**src/rtl/seq_detect_pkg.sv**
```systemverilog
// seq_detect_pkg: shared state encoding and default sizes for the sequence detector
package seq_detect_pkg;
  localparam int MAX_LEN_D = 8;
  localparam int CNT_W_D = 8;
  typedef enum logic [1:0] {IDLE, RUN, DONE} state_t;
endpackage

```
**src/rtl/seq_match_core.sv**
```systemverilog
// seq_match_core: serial history, fill counter and masked pattern compare
module seq_match_core #(
  parameter int MAX_LEN = 8
) (
  input  logic               clk,
  input  logic               rst,
  input  logic               clr,
  input  logic               en,
  input  logic               x,
  input  logic [MAX_LEN-1:0] pattern,
  input  logic [3:0]         len,
  input  logic               overlap,
  output logic               hit
);
  localparam int FW = $clog2(MAX_LEN + 1);
  logic [MAX_LEN-1:0] hist, nh, mask;
  logic [FW-1:0] fill, nf;
  always_comb begin
    nh = {hist[MAX_LEN-2:0], x};
    mask = ~({MAX_LEN{1'b1}} << len);
    nf = (fill == FW'(MAX_LEN)) ? fill : fill + 1'b1;
    hit = en && (((nh ^ pattern) & mask) == '0) && (32'(nf) >= 32'(len));
  end
  always_ff @(posedge clk or negedge rst) begin
    if (!rst) begin
      hist <= '0;
      fill <= '0;
    end else if (clr) begin
      hist <= '0;
      fill <= '0;
    end else if (en) begin
      hist <= nh;
      fill <= (hit && !overlap) ? '0 : nf;
    end
  end
endmodule

```
**src/rtl/seq_detect_ctrl.sv**
```systemverilog
// seq_detect_ctrl: run-control FSM, latched configuration and match counting
module seq_detect_ctrl
  import seq_detect_pkg::*;
#(
  parameter int MAX_LEN = MAX_LEN_D,
  parameter int CNT_W = CNT_W_D
) (
  input  logic               clk,
  input  logic               rst,
  input  logic               cfg_we,
  input  logic [MAX_LEN-1:0] cfg_pattern,
  input  logic [3:0]         cfg_len,
  input  logic               cfg_overlap,
  input  logic [CNT_W-1:0]   cfg_target,
  input  logic               start,
  input  logic               abort,
  input  logic               x_valid,
  input  logic               x,
  output logic               z,
  output logic               busy,
  output logic               done,
  output logic [CNT_W-1:0]   match_cnt,
  output logic               cfg_err
);
  state_t state, nxt;
  logic [MAX_LEN-1:0] pat;
  logic [3:0] len;
  logic ovl, legal, go, hit, take;
  logic [CNT_W-1:0] tgt, nc;
  seq_match_core #(.MAX_LEN(MAX_LEN)) u_core (
    .clk(clk), .rst(rst), .clr(go), .en(state == RUN && x_valid), .x(x),
    .pattern(pat), .len(len), .overlap(ovl), .hit(hit)
  );
  always_comb begin
    legal = (len >= 4'd2) && (32'(len) <= 32'(MAX_LEN));
    go = (state == IDLE) && start && legal;
    take = (state == RUN) && hit && !abort;
    nc = (&match_cnt) ? match_cnt : match_cnt + 1'b1;
    nxt = state;
    case (state)
      IDLE: nxt = go ? RUN : IDLE;
      RUN:  nxt = abort ? IDLE : (take && tgt != '0 && nc == tgt) ? DONE : RUN;
      default: nxt = IDLE;
    endcase
  end
  always_ff @(posedge clk or negedge rst) begin
    if (!rst) begin
      state <= IDLE;
      z <= 1'b0;
      cfg_err <= 1'b0;
      match_cnt <= '0;
      pat <= '0;
      len <= 4'd4;
      ovl <= 1'b0;
      tgt <= CNT_W'(1);
    end else begin
      state <= nxt;
      z <= take;
      cfg_err <= (state == IDLE) && start && !legal;
      match_cnt <= go ? '0 : take ? nc : match_cnt;
      if (state == IDLE && cfg_we) begin
        pat <= cfg_pattern;
        len <= cfg_len;
        ovl <= cfg_overlap;
        tgt <= cfg_target;
      end
    end
  end
  assign busy = (state == RUN);
  assign done = (state == DONE);
endmodule

```
**config.mk**
```make
export PLATFORM = sky130hd
export DESIGN_NAME = seq_detect_ctrl
export DESIGN_NICKNAME = d
export VERILOG_FILES = /design/src/rtl/seq_detect_pkg.sv /design/src/rtl/seq_match_core.sv /design/src/rtl/seq_detect_ctrl.sv
export SDC_FILE = /design/constraint.sdc
export NUM_CORES = 1
export LEC_CHECK = 0
export ABC_CLOCK_PERIOD_IN_PS = 3750
export CORE_MARGIN = 1.5
export CORE_UTILIZATION = 58
export DETAILED_ROUTE_END_ITERATION = 12
export PLACE_DENSITY = 0.89
export SYNTH_ARGS = -nofsm -noshare
export SYNTH_HDL_FRONTEND = slang
export SYNTH_SLANG_ARGS = --single-unit
```
**constraint.sdc**
```tcl
create_clock -name clk -period 3.75 [get_ports clk]
set_input_delay 0.75 -clock clk [delete_from_list [all_inputs] [get_ports clk]]
set_output_delay 0.75 -clock clk [all_outputs]
set_load 0.01 [all_outputs]
```
# Yosys cells after proc, flatten, opt, wreduce, memory -nomap -nowiden
# Cells that the tools add are included.
totals:
  in_bits: 28
  elab_cells: 58
  output_inout_bits: 12
  regBits: 44
classes:
  magnitude_cmp: 3
  n_bitwise: 3
  shifts: 1
  n_eq_ne: 4
  reduce_logical: 22
  n_mux: 13
  n_addsub: 2
op_table:
  columns: ["operator", "n"]
  rows:
  - ["2-to-1 mux 8 bit", 3]
  - ["2-to-1 mux 4 bit", 4]
  - ["2-to-1 mux 7 bit", 2]
  - ["logical AND 1 bit", 13]
  - ["adder 8 x 1 -> 8 bit, second input constant", 1]
  - ["AND 8 bit", 1]
  - ["== test 8 bit", 1]
  - ["zero test 8 bit", 1]
  - ["NOT 8 bit", 1]
  - ["AND reduction 8 bit", 1]
  - ["nonzero test 8 bit", 1]
  - ["<< shifter 8 x 4 -> 8 bit, first input constant", 1]
  - ["bitwise XOR 8 bit", 1]
  - ["adder 4 x 1 -> 4 bit, second input constant", 1]
  - ["== test 4 bit, second input constant", 1]
  - [">= comparator 4 x 2 -> 1 bit, second input constant", 1]
  - [">= comparator 4 bit", 1]
  - ["less-or-equal comparator 4 bit, second input constant", 1]
  - ["2-to-1 mux 2 bit", 2]
  - ["one-hot mux 2 bit (2 select lines)", 1]
  - ["nonzero test 2 bit", 2]
  - ["zero test 1 bit", 3]
  - ["== test 2 x 1 -> 1 bit, second input constant", 1]
  - ["== test 2 bit, second input constant", 1]
  - ["2 further kinds", 2]

# Depth between registers and ports, before layout
# Gate-level depths: netlist of the first run.
depth:
  word_depth: 13
  mapped_depth: 13
  mapped_depth_nobuf: 12

# Cells and area by module
# A second synthesis of the first run with hierarchy kept.
unflattened:
  cells_unflattened: 242
  hier_area_um2: 2511.2
modules_own_cells:
  columns: ["module", "instances", "cells_per_inst", "seq_area_each_um2", "area_each_um2"]
  rows:
  - ["seq_detect_ctrl", 1, 154, 828.3, 1720.4]
  - ["seq_match_core", 1, 88, 275.3, 790.8]

# Least setup slack after synthesis of the first run
# No wires, ideal clock.
synth_path:
  path_type: "flip-flop to flip-flop"
  start: "reg u_core.fill[0]"
  end: "reg match_cnt[7]"
  required_time_ns: 3.679
  t_arrival_ns: 2.461
  slack_ns: 1.218
  period_less_slack_ns: 2.532
  path_buffers: 1
  setup_time_ns: 0.071
  path_stages_with_launch: 14
  path_cell_list: "dfrtp_1 inv_1 ha_1 nand2_1 nor2_1 xnor2_1 ha_1 nand2b_1 a2111o_1 and4b_1 and2_4 buf_8 a41o_2 nor2_1"
synth_via:
  elab_chain_len: 7
  word_cells_on_any_way: 8
  cone_classes: "1 x add/sub; 1 x order compare; 1 x eq/ne; 1 x mux; 4 x reduce/logical"
synth_rtl:
  columns: ["element", "line", "text"]
  rows:
  - ["start: declaration", "seq_match_core.sv:17", "logic [FW-1:0] fill, nf;"]
  - ["start signal: assignment", "seq_match_core.sv:33", "fill <= (hit && !overlap) ? '0 : nf;"]
  - ["adder 4 x 1 -> 4 bit / == test 4 bit (equally long branches)", "seq_match_core.sv:21", "nf = (fill == FW'(MAX_LEN)) ? fill : fill + 1'b1;"]
  - ["2-to-1 mux 4 bit *", "seq_match_core.sv:21", null]
  - [">= comparator 4 bit *", "seq_match_core.sv:22", "hit = en && (((nh ^ pattern) & mask) == '0) && (32'(nf) >= 32'(len));"]
  - ["logical AND 1 bit *", "seq_match_core.sv:22", null]
  - ["logical AND 1 bit * (2 in series)", "seq_detect_ctrl.sv:37", "take = (state == RUN) && hit && !abort;"]
  - ["net take", "seq_detect_ctrl.sv:28", "logic ovl, legal, go, hit, take;"]
  - ["nonzero test 2 bit (no source line) *", null, null]
  - ["end signal: assignment", "seq_detect_ctrl.sv:60", "match_cnt <= go ? '0 : take ? nc : match_cnt;"]
  - ["end: declaration", "seq_detect_ctrl.sv:22", "output logic [CNT_W-1:0] match_cnt,"]
# Mark *: on every way through the listed nets, which the timed path passes. The rest lies on a longest branch.
# A chain may end at the register's enable or synchronous reset.

# Worst setup path after layout of the first run
layout_path:
  start: "in x_valid"
  end: "reg match_cnt[3]"
layout_via:
  elab_chain_len: 6
layout_rtl:
  columns: ["element", "line", "text"]
  rows:
  - ["start: declaration", "seq_detect_ctrl.sv:17", "input logic x_valid,"]
  - ["logical AND 1 bit", "seq_detect_ctrl.sv:31", ".clk(clk), .rst(rst), .clr(go), .en(state == RUN && x_valid), .x(x),"]
  - ["logical AND 1 bit (2 in series)", "seq_match_core.sv:22", null]
  - ["logical AND 1 bit (2 in series)", "seq_detect_ctrl.sv:37", null]
  - ["nonzero test 2 bit (no source line)", null, null]
# No other way between the ends.

==> flow_summary.toml, run 1 <==
[logic_synthesis]
synth_edf_count = 0
synth_ff_type = "dfrtp_1"
yosysSeqAreaShare = 0.437
synth-warning-count = 0
ys_types = 57
ys_seq_elements = 44
synth.avg_cell_area_sq_um = 9.91
yosys-top-cells-area = "dfrtp_1 42%, mux2_2 7.6%, xnor2_1 4.5%, nand2_1 4.5%, ha_1 3.5%"
yosys.area.top_type = "dfrtp_1"
syn-instance-count = 255
syn_nets = 290
synth_top_area_share = 0.416
syn_area_sq_um = 2530
synthArstFlopShare = 1.00

[timing]
skew_ns = 0.00280
fmax_mhz = 351
fin_crit_sh = 0.759
hold_violations = 0
slew_headroom = 0.358
rsz0062_at_grt = "no"
finalSetupViolations = 0
fin_crit_ns = 2.85
worst_pin_slew_ns = 0.963
setup_tns_ns = 0
maxSlewViolCount = 0

[global_routing]
grt_pass1_wl_microns = 9170
grt_util_all_layers = 0.267
grt_pass1_vias = 1929
antenna_found_initial = 0
overflow = 0
grt_max_degree = 45

[drt]
vias = 2101
drtIter0Drc = 248
drt-vias-per-instance = 6.18
drc = 0
wl_microns = 5690
wl_per_cell_microns = 16.7
dr.pass1.iters = 5
antenna_left = 0

[hold_path]
hold_start = "u_core.hist[4]$_DFFE_PN0P_"
worstHoldPathCells = 2
min_to = "u_core.hist[5]$_DFFE_PN0P_"
hp-class = "reg -> reg"

[pwr]
seq_power_share = 0.446
clkPwrFrac = 0.177
intPower_uw = 1100
power_switching_uw = 633
p_leak_uw = 0.00122
p_per_area_nw_per_um2 = 576
peakVddDrop_v = 0.000473
combPwrFrac = 0.377
swShare = 0.364

[clock_tree]
cts.sink_count = 44
ctsResizeCount = 0
cts.path.max_buffers = 2
cts_hold_repair.buffers = 0
clk_latency_ns = 0.30
clock_tree.root_cell = "clkbuf_8"
htreeDepth = 2
cts_inserted_buffers = 5
cts_tree = "built"
clkTransAtPathRegs_ns = 0.08
cts_setup_buffers = 0

[floorplanning]
io_pins = 40
coreArea_sq_um = 4090
design.die.area_sq_um = 4760
rows = 23
initial_core_util = 0.618
die-height_microns = 69.0
fp.dieW_microns = 69.0

[placed_design]
io_buffers = 39
placed_area_sq_um = 2920
post-dp-hpwl_microns = 4050
routabilityCongestion = 0.886

[worst_setup_path]
r2r_start = "u_core.fill[0]$_DFFE_PN0P_"
critPathKind = "in -> reg"
worstPathMaxFanout = 10
cp.arrival_ns = 3.00
required_ns = 3.90
worstSetupEndpointType = "flip-flop"
reg2regPathDepth = 12
regToRegEndpoint = "match_cnt[7]$_DFFE_PN0P_"
rrSetupSlack_ns = 1.00
start_kind = "input port"

[cells_and_area]
n_fill_cell = 301
drive_gt1_frac = 0.145
syn_to_final_growth_pct = 19.4
fin_nets = 324
finalInstanceArea_sq_um = 3020
num_antenna_cells = 0
final_util = 0.738
final_cell_mix = "42 x dfrtp_1, 38 x clkdlybuf4s50_1, 30 x nand2_1, 17 x mux2_2, 16 x o21ai_0"
layout_commonest_cell = "dfrtp_1"

[status]
status = "finished, final reports clean"

[job]
maxCapViolCount = 0
[worst max path at each step]
stage | slack, ns | depth (start not counted) | start | endpoint
after global placement | 0.74 | 7 | x_valid | match_cnt[5]$_DFFE_PN0P_
after global routing | 0.64 | 7 | x_valid | match_cnt[3]$_DFFE_PN0P_
after detailed placement | 0.62 | 7 | x_valid | match_cnt[3]$_DFFE_PN0P_
after floorplan | 1.22 | 13 | u_core.fill[0]$_DFFE_PN0P_ | match_cnt[7]$_DFFE_PN0P_
after CTS | 0.93 | 7 | x_valid | match_cnt[3]$_DFFE_PN0P_
final | 0.90 | 7 | x_valid | match_cnt[3]$_DFFE_PN0P_
[metal layers]
metal,track usage,vias to the layer above,wire length [microns]
met2,0.416,102,2670
li1,-,994,-
met3,0.0649,9,453
met1,0.370,996,2510
met4,0.0760,0,54
met5,0,-,0
[stage by stage]
step	cells	power (uW)	hold slack, ns	setup WS [ns]
detailed placement	332	1430	0.520	0.624
CTS	340	1740	0.536	0.934
floorplan	255	1220	0.454	1.22
finish	340	1740	0.535	0.903
global placement	332	1390	0.509	0.740
global route	340	1850	0.550	0.641
[state kept, by name, summed over array words and instances (netlist names)]
signal       cells
match_cnt        8
pat              8
tgt              8
u_core.hist      7
len              4
u_core.fill      4
state            2
cfg_err          1
ovl              1
z                1
[cells in the mapped netlist (2+ instances only)]
master and n:
nand2_1 30, nor4_1 4, xnor2_1 13, and3_1 3
nand3_1 10, nand4_1 6, a311oi_1 4, nor3_1 2
xor2_1 3, nor2b_1 4, a21oi_1 11, mux2i_1 5
and2_1 2, dfstp_2 2, a22o_1 3, o211ai_1 2
inv_1 7, or2_2 2, nor4b_1 2, clkbuf_1 10
nand2b_1 5, mux2_2 17, o21ai_0 16, nor2_1 10
a22oi_1 2, ha_1 7, dfrtp_1 42, o31ai_1 2
[power by group through the flow]
| stage | Clock, uW | Sequential, uW | Combinational (uW) |
|---|---|---|---|
| floorplan | 0 | 729 | 494 |
| global placement | 0 | 768 | 626 |
| detailed placement | 0 | 776 | 651 |
| CTS | 313 | 770 | 656 |
| global route | 334 | 793 | 724 |
| finish | 307 | 776 | 656 |
[layout make-up]
type                       instances  area (sq um)  share of cell area
multi-input combinational        190          1330               0.441
clock inverter                     2          10.0             0.00332
tap                               50          62.6              0.0207
clock buffer                       6          82.6              0.0274
sequential                        44          1100               0.366
inverter                           7          26.3             0.00871
timing repair buffer              41           400               0.133
[cells by family (layout without fill, tap and decap cells)]
kind of cell               after synthesis  after routing  synth area share
and+or+nand+nor                         92             92             0.199
AOI/OAI and AO/OA                       53             53             0.142
DFF                                     44             44             0.437
muxes                                   22             22            0.0956
buffers and inverters                   21             56            0.0366
xor gates and xnor gates                16             16            0.0555
adders and majority gates                7              7            0.0347
[critical path, stage by stage]
cell and delay [ns]:
clkdlybuf4s50_1 0.47, and3b_1 0.36, o21ai_0 0.14, nor4_1 0.45, nand4_1 0.28, nor3_2 0.39, a311oi_1 0.15
Power figures use the tool's default switching activity.
==> run 2, diff against run 1 <==
--- a/config.mk
+++ b/config.mk
@@ -5,11 +5,11 @@
 export SDC_FILE = /design/constraint.sdc
 export NUM_CORES = 1
 export LEC_CHECK = 0
-export ABC_CLOCK_PERIOD_IN_PS = 3750
+export ABC_CLOCK_PERIOD_IN_PS = 2400
 export CORE_MARGIN = 1.5
-export CORE_UTILIZATION = 58
+export CORE_UTILIZATION = 48
 export DETAILED_ROUTE_END_ITERATION = 12
-export PLACE_DENSITY = 0.89
+export PLACE_DENSITY = 0.79
 export SYNTH_ARGS = -nofsm -noshare
 export SYNTH_HDL_FRONTEND = slang
 export SYNTH_SLANG_ARGS = --single-unit
==> constraint.sdc (replaced) <==
create_clock -name clk -period 2.4 [get_ports clk]
set_input_delay 0.48 -clock clk [delete_from_list [all_inputs] [get_ports clk]]
set_output_delay 0.48 -clock clk [all_outputs]
set_load 0.01 [all_outputs]
==> flow_summary.toml, run 2 (synthesis results as in run 1) <==
[drt]
wl_per_cell_microns = 16.1
vias = 2268
wl_microns = 6290
dr.pass1.iters = 7
drt-vias-per-instance = 5.82
antenna_left = 0
drc = 0
drtIter0Drc = 298

[timing]
skew_ns = 0.00409
finalSetupViolations = 11
fmax_mhz = 392
rsz0062_at_grt = "yes"
maxSlewViolCount = 0
setup_ws_ns = -0.150
fin_crit_sh = 1.06
worst_pin_slew_ns = 0.465
fin_crit_ns = 2.55
hold_violations = 0
slew_headroom = 0.690

[floorplanning]
io_pins = 40
design.die.area_sq_um = 5710
coreArea_sq_um = 5070
fp.dieW_microns = 75.5
die-height_microns = 75.5
initial_core_util = 0.498
rows = 26

[pwr]
combPwrFrac = 0.429
p_per_area_nw_per_um2 = 925
peakVddDrop_v = 0.000530
intPower_uw = 2070
power_switching_uw = 1090
p_leak_uw = 0.00143
seq_power_share = 0.373
clkPwrFrac = 0.199
swShare = 0.346

[clock_tree]
cts_tree = "built"
htreeDepth = 2
cts.path.max_buffers = 2
clock_tree.root_cell = "clkbuf_8"
cts_hold_repair.buffers = 0
clkTransAtPathRegs_ns = 0.08
cts.sink_count = 44
cts_inserted_buffers = 5
clk_latency_ns = 0.30

[placed_design]
routabilityCongestion = 0.893
post-dp-hpwl_microns = 4370
dp.cells = 372
io_buffers = 39
placed_area_sq_um = 3130

[global_routing]
grt_util_all_layers = 0.228
grt_max_degree = 45
grt_pass1_vias = 1987
antenna_found_initial = 0
overflow = 0
grt_pass1_wl_microns = 9710

[cells_and_area]
reg_top3 = "match_cnt: 8 flops, pat: 8 flops, tgt: 8 flops"
finalInstanceArea_sq_um = 3420
stdcell_count = 390
fin_nets = 354
drive_gt1_frac = 0.281
syn_to_final_growth_pct = 35.3
layout_commonest_cell = "dfrtp_1"
n_fill_cell = 408
num_antenna_cells = 0
final_util = 0.674
final_cell_mix = "42 x dfrtp_1, 38 x clkdlybuf4s50_1, 29 x nand2_1, 29 x buf_4, 17 x mux2_2"

[worst_setup_path]
worstPathMaxFanout = 5
crit_chain = "buf_4 > ha_2 > nand2_1 > mux2i_2 > ha_1 > o21ai_0 > or2b_2 > and4b_2 > and2_4 > a41o_2 > nor2_1"
crit_path_max_incr_delay_ns = 0.37
crit_slowest_cell = "dfrtp_1"
cp.arrival_ns = 2.78
crit_buf_inv = 1
rrSetupSlack_ns = -0.15
worstSetupEndpointType = "flip-flop"
start_kind = "flip-flop"
required_ns = 2.63
critPathKind = "reg -> reg"
cp_top_family = "simple AND/OR/NAND/NOR gates"

[status]
status = "complete, but fails checks"
violations = "setup timing"

[hold_path]
hp-class = "in -> async"

[job]
maxCapViolCount = 0
## run 2: final timing paths
| kind | startpoint | endpoint | depth (start not counted) |
|---|---|---|---|
| worst min-delay path | rst | pat[3]$_DFFE_PN0P_ | 2 |
| worst min register to register | u_core.hist[5]$_DFFE_PN0P_ | u_core.hist[6]$_DFFE_PN0P_ | 2 |
| worst max register to register | u_core.fill[1]$_DFFE_PN0P_ | match_cnt[7]$_DFFE_PN0P_ | 11 |
| min in group clk | u_core.hist[5]$_DFFE_PN0P_ | u_core.hist[6]$_DFFE_PN0P_ | 2 |
| max in group asynchronous | rst | tgt[0]$_DFFE_PN1P_ | 2 |
| worst max-delay path | u_core.fill[1]$_DFFE_PN0P_ | match_cnt[7]$_DFFE_PN0P_ | 11 |
## run 2: routing by layer
metal  vias to the layer above  global-route usage  wire [microns]
met4                         0              0.0635             106
li1                       1051                   -               -
met3                        13              0.0423             416
met1                      1104               0.332            2800
met2                       100               0.350            2960
met5                         -                   0               0
## run 2: repair_timing
action,in CTS,in global routing
resized for setup,4,15
cloned,0,1
setup endpoints to repair,8,14
setup buffers,5,5
pin swaps,4,10
## run 2: cell type report
cell class                 instances  area [sq um]  share of cell area
multi-input combinational        191          1440               0.421
sequential                        44          1100               0.323
timing repair buffer              70           634               0.186
clock buffer                       7          96.3              0.0282
tap                               70          87.6              0.0256
clock inverter                     1          30.0             0.00878
inverter                           7          26.3             0.00769
## run 2: per-stage QoR
| stage | TNS [ns] | hold slack [ns] | power (uW) | worst slack [ns] |
|---|---|---|---|---|
| 3_3_place_gp | -0.273 | 0.473 | 2340 | -0.0787 |
| 4_1_cts | -0.276 | 0.152 | 3040 | -0.0802 |
| 2_1_floorplan | -0.159 | 0.184 | 1930 | -0.0733 |
| 3_5_place_dp | -0.990 | 0.473 | 2380 | -0.137 |
| 6_report | -0.970 | 0.139 | 3160 | -0.150 |
| 5_1_grt | -2.19 | 0.152 | 3350 | -0.253 |
## run 2: power by group through the flow
stage | logic, uW | clock network, uW | registers (uW)
after global routing | 1490 | 660 | 1210
after detailed placement | 1200 | 0 | 1180
after CTS | 1240 | 629 | 1170
after floorplan | 790 | 0 | 1140
final | 1360 | 628 | 1180
after global placement | 1170 | 0 | 1160
==> edit 1: new RTL, flow settings as in run 2 <==
Set the package constant `MAX_LEN_D` to 16 (it was 8).
--- a/src/rtl/seq_detect_pkg.sv
+++ b/src/rtl/seq_detect_pkg.sv
@@ -2,3 +2,3 @@
 package seq_detect_pkg;
-  localparam int MAX_LEN_D = 8;
+  localparam int MAX_LEN_D = 16;
   localparam int CNT_W_D = 8;
Interface: changed (resized cfg_pattern); port bits go from 40 to 48. The function was not compared with the original's and may differ.
==> edit 1 against run 2 <==
  * Sequential share of layout area is 2.6 points higher
  * Critical path depth increased by 5
  * The flow finishes with violations (design-rule violations, negative setup slack)
  * Critical path type unchanged
  * Cell area increased by 24%
  * Worst setup slack worse by 0.11 ns
  * Sequential cell count up 15
  * Area after synthesis rose by 28%
  * Routed wire length up 21%
  * Power is 29% higher
==> edit 1: results (changes against run 2) <==
[power_and_ir_drop]
netSwitchingFraction = 0.386  ; was 0.346
power_frac_seq = 0.396  ; was 0.373
max-vdd-ir-drop_uv = 507  ; was 530 uV
p_leak_nw = 1.73  ; was 1.43 nW

[yosys]
synth_cell_type_count = 56  ; was 57
yosys-top-cells-area = dfrtp_1 (44%), nand2_1 (6.4%), mux2_2 (5.9%)  ; was dfrtp_1 (42%), mux2_2 (7.6%), xnor2_1 (4.5%)
synth_nets = 368  ; was 290

[clock_tree]
clk_path_buf_depth = 2  ; unchanged
numCtsBuffers = 9  ; was 5
htree_levels = 3  ; was 2
clk_latency_ns = 0.35  ; was 0.30 ns

[sta]
skew_ns = 0.00750  ; was 0.00409 ns
setup_viol = 15  ; was 11
fin_ws_ns = -0.265  ; was -0.150 ns

[drt]
dr_total_vias = 2665  ; was 2268
drc = 3  ; was 0
drtIter0Drc = 254  ; was 298
drt-pass1-iter-count = 8  ; was 7

[global_routing]
grt_usage = 0.226  ; was 0.228
grt_pass1_vias = 2623  ; was 1987
grt_max_degree = 60  ; was 45
grt_pass1_wl_um = 12600  ; was 9710 um

[critical_path]
timing.rr.start = u_core.fill[0]  ; was u_core.fill[1]
cp_max_fo = 8  ; was 5
critPathArrivalTime_ns = 2.89  ; was 2.78 ns
critical-path-max-stage-delay_ns = 0.39  ; was 0.37 ns

[run_status]
status = finished, violations left  ; unchanged
violations = design-rule violations, negative setup slack  ; was negative setup slack

[cells_and_area]
reg_top3 = pat (15), u_core.hist (14)  ; was match_cnt (8), pat (8), tgt (8)

[worst_hold_path]
hp-class = input port to asynchronous set/reset pin  ; unchanged

[placement]
place.gp.congestion = 0.919  ; was 0.893

## edit 1: changes by cell type in the layout (fill, tap and decap cells not counted), sizes merged, moves of 5 or more
cell / run 2 / this run
mux2: 17 / 26
nand2: 30 / 56
xnor2: 13 / 19
nor3: 3 / 8
nor2: 10 / 15
dfrtp: 42 / 57
buf: 32 / 27
clkdlybuf4s50: 38 / 45
o21ai: 16 / 29
## edit 1: cell families (layout without fill, tap and decap cells)
kind of cell    Yosys count  in the layout  share of synthesized area
flops                    59             59                      0.459
xor+xnor                 26             26                     0.0706
buf+inv                  25             96                     0.0407
simple gates            113            113                      0.168
compound gates           65             65                      0.132
fa+ha+maj                 7              7                     0.0272
mux                      30             30                      0.103
## edit 1: layout make-up
type	instances	area, um2	area share
multi-input cells	241	1750	0.414
clock inverters	7	53.8	0.0127
flip-flops and latches	59	1480	0.349
repair buffers	72	687	0.162
inverters	8	42.5	0.0100
well taps	77	96.3	0.0227
clock buffers	9	124	0.0292
## edit 1: repair_timing
item	in CTS	in global routing
endpoints found under the hold margin	0	0
gates resized for setup	15	7
pin swaps	5	7
endpoints found under the setup margin	16	16
buffers inserted	5	0
## edit 1: worst reg2reg max path, cell delays in order (launching register included)
cell	delay [ns]
dfrtp_1	0.39
inv_2	0.08
ha_4	0.13
nand2_2	0.05
nor3_4	0.16
buf_6	0.14
xnor2_2	0.06
ha_1	0.29
nand2b_4	0.13
a211oi_2	0.06
o211ai_1	0.17
nand3_1	0.11
or3_1	0.34
buf_6	0.15
clkinv_8	0.07
nand3_2	0.08
mux2i_1	0.13
## edit 1: path summary, 6_finish.rpt
kind	end	cells past startpoint	slack, ns
setup / recovery	match_cnt[4]	16	-0.26
hold / removal	match_cnt[4]	2	0.11
min in group clk	pat[0]	1	0.52
setup reg to reg	match_cnt[4]	16	-0.26
max in group asynchronous	tgt[0]	2	1.97
hold reg to reg	pat[0]	1	0.52
## edit 1: layer usage
metal | up-vias | global-route usage | wire [um]
li1 | 1264 | - | -
met1 | 1288 | 0.309 | 3320
met2 | 94 | 0.343 | 3590
met3 | 19 | 0.0418 | 483
met4 | 0 | 0.121 | 216
met5 | - | 0 | 0
## edit 1: metrics by stage
step	cell area, um2	std cells	setup WS (ns)	power, W	setup TNS [ns]
after detailed placement	3930	452	-0.264	0.00315	-2.40
after global placement	3930	452	-0.222	0.00306	-1.93
after CTS	4200	473	-0.253	0.00403	-2.20
after global routing	4240	473	-0.431	0.00437	-5.19
final	4240	473	-0.265	0.00409	-2.71
after floorplan	3290	325	-0.235	0.00265	-1.58
==> edit 2: new RTL, config.mk and constraints of run 2 <==
Made on the original files. Put a register stage on the outputs `busy` and `done`, without a reset. The values now appear one clock later. The other outputs are not delayed to match.
--- a/src/rtl/seq_detect_ctrl.sv
+++ b/src/rtl/seq_detect_ctrl.sv
@@ -68,4 +68,6 @@
   end
-  assign busy = (state == RUN);
-  assign done = (state == DONE);
+  always_ff @(posedge clk) begin
+    busy <= (state == RUN);
+    done <= (state == DONE);
+  end
 endmodule
Formal check against the unedited RTL: not equivalent (Yosys sat finds a counterexample within 4 cycles, from zero or initial values and one cycle with rst low).
==> edit 2 against run 2 <==
  * Fmax increased by 1.5%
  * Power increased by 1.9%
  * Largest cell class unchanged
  * Routed wire length decreased by 0.64%
  * Worst setup slack improved by 0.037 ns
  * Die area increased by 1.5%
  * Sequential share of layout area increased by 0.83 points
  * The run still ends with negative setup slack left
  * Clock skew increased by 0.0012 ns
  * Cell area increased by 1.0%
  * Area after synthesis increased by 1.6%
  * Critical path type unchanged
  * Sequential cell count increased by 2
==> edit 2: results (changes against run 2) <==
[power_and_ir_drop]
power_frac_clock = 0.219  ; was 0.199
max-vdd-ir-drop_uv = 494  ; was 530 uV
p_leak_nw = 1.43  ; about the same
p_switching_w = 0.00107  ; was 0.00109 W
power_frac_comb = 0.403  ; was 0.429
pg_comb_w = 0.00130  ; was 0.00136 W

[sta]
fin_setup_tns_ns = -0.439  ; was -0.970 ns
skew_ns = 0.00531  ; was 0.00409 ns
fin_ws_ns = -0.113  ; was -0.150 ns
setup_viol = 6  ; was 11
worst_pin_slew_ns = 0.383  ; was 0.465 ns

[drt]
drt-pass1-iter-count = 4  ; was 7
drtIter0Drc = 154  ; was 298
routed.top_layer = met4  ; unchanged
routed_wirelength_um = 6250  ; was 6290 um
ant_nets = 0  ; unchanged
met2_length_um = 3040  ; was 2960 um
dr_total_vias = 2179  ; was 2268
wl_met3_um = 354  ; was 416 um
drt-met1-wl_um = 2760  ; was 2800 um

[yosys]
synth_nets = 292  ; was 290
synth_cell_type_count = 58  ; was 57
synthCells = 257  ; was 255
ys_warn_count = 0  ; unchanged
ys_async_sr_fraction = 0.957  ; was 1.00
seq_area_frac_synth = 0.446  ; was 0.437
ys.flop_type = dfrtp_1  ; unchanged
yosys-top-cells-area = dfrtp_1 (41%), mux2_2 (7.5%), xnor2_1 (4.4%)  ; was dfrtp_1 (42%), mux2_2 (7.6%), xnor2_1 (4.5%)

[cells_and_area]
final_layout_size_suffix_gt1_frac = 0.281  ; unchanged
final_cells = 390  ; unchanged
ff_latch_area_um2 = 1140  ; was 1100 um2
reg_top3 = match_cnt (8), pat (8), tgt (8)  ; unchanged
fill_cells = 437  ; was 408
layout.nets = 354  ; unchanged
n_antenna_cell = 0  ; unchanged

[clock_tree]
cts.clk_slew.worst_paths_ns = 0.08  ; about the same
numCtsBuffers = 5  ; unchanged
clk_path_buf_depth = 2  ; unchanged
htree_levels = 2  ; unchanged

[critical_path]
cp_max_fo = 5  ; unchanged
critical-path-max-stage-delay_ns = 0.40  ; was 0.37 ns

[global_routing]
grt_max_degree = 26  ; was 45
grt_usage = 0.223  ; was 0.228
grt_pass1_wl_um = 10300  ; was 9710 um
antenna_found_initial = 0  ; unchanged
grt_pass1_vias = 2141  ; was 1987

[placement]
placed_area_um2 = 3160  ; was 3130 um2
dpl.cell_count = 374  ; was 372
place.gp.congestion = 0.889  ; was 0.893
port-buffer-count = 39  ; unchanged
dpl.hpwl_um = 4330  ; was 4370 um
dp_worst_setup_slack_ns = -0.269  ; was -0.137 ns

[run_status]
violations = negative setup slack  ; unchanged
status = finished, violations left  ; unchanged

[worst_hold_path]
hp-class = input port to asynchronous set/reset pin  ; unchanged

edit 2: final cells by class:
| type | instances | area share |
|---|---|---|
| repair buffers | 68 | 0.176 |
| well taps | 70 | 0.0254 |
| flip-flops and latches | 46 | 0.331 |
| inverters | 7 | 0.00761 |
| multi-input cells | 191 | 0.419 |
| clock inverters | 2 | 0.0174 |
| clock buffers | 6 | 0.0239 |
edit 2: worst max-delay path: cells and delay by family (launching register included):
kind,cells,cell delay [ns]
compound gates,2,0.60
xor+xnor,1,0.14
fa+ha+maj,2,0.39
buf+inv,1,0.08
flops,1,0.40
simple gates,6,0.82
edit 2: per-layer routing:
metal  GRT usage  vias up
met5           0        -
met4      0.0722        0
met3      0.0491        8
met2       0.368       66
met1       0.293     1050
li1            -     1055
edit 2: timing repair:
action	CTS	global route
buffers inserted	4	3
gates cloned	1	0
endpoints found under the setup margin	7	15
resized for setup	9	13
hold buffers	0	0
pin swaps	6	10
edit 2: worst paths after layout:
path | startpoint | endpoint | slack [ns] | depth (start not counted)
worst min-delay path | rst | u_core.hist[0] | 0.06 | 1
worst max register to register | u_core.fill[0] | match_cnt[7] | -0.11 | 12
worst min register to register | state[0] | done | 0.48 | 1
max in group asynchronous | rst | len[2] | 1.75 | 2
worst max-delay path | u_core.fill[0] | match_cnt[7] | -0.11 | 12
min in group clk | state[0] | done | 0.48 | 1
edit 2: cells by family after synthesis:
| family | synth area share |
|---|---|
| AO/OA/AOI/OAI | 0.139 |
| XOR/XNOR | 0.0546 |
| multiplexers | 0.0941 |
| adder cells (fa/ha/maj) | 0.0341 |
| AND/OR/NAND/NOR | 0.196 |
| flip-flops | 0.446 |
| buffers and inverters | 0.0361 |
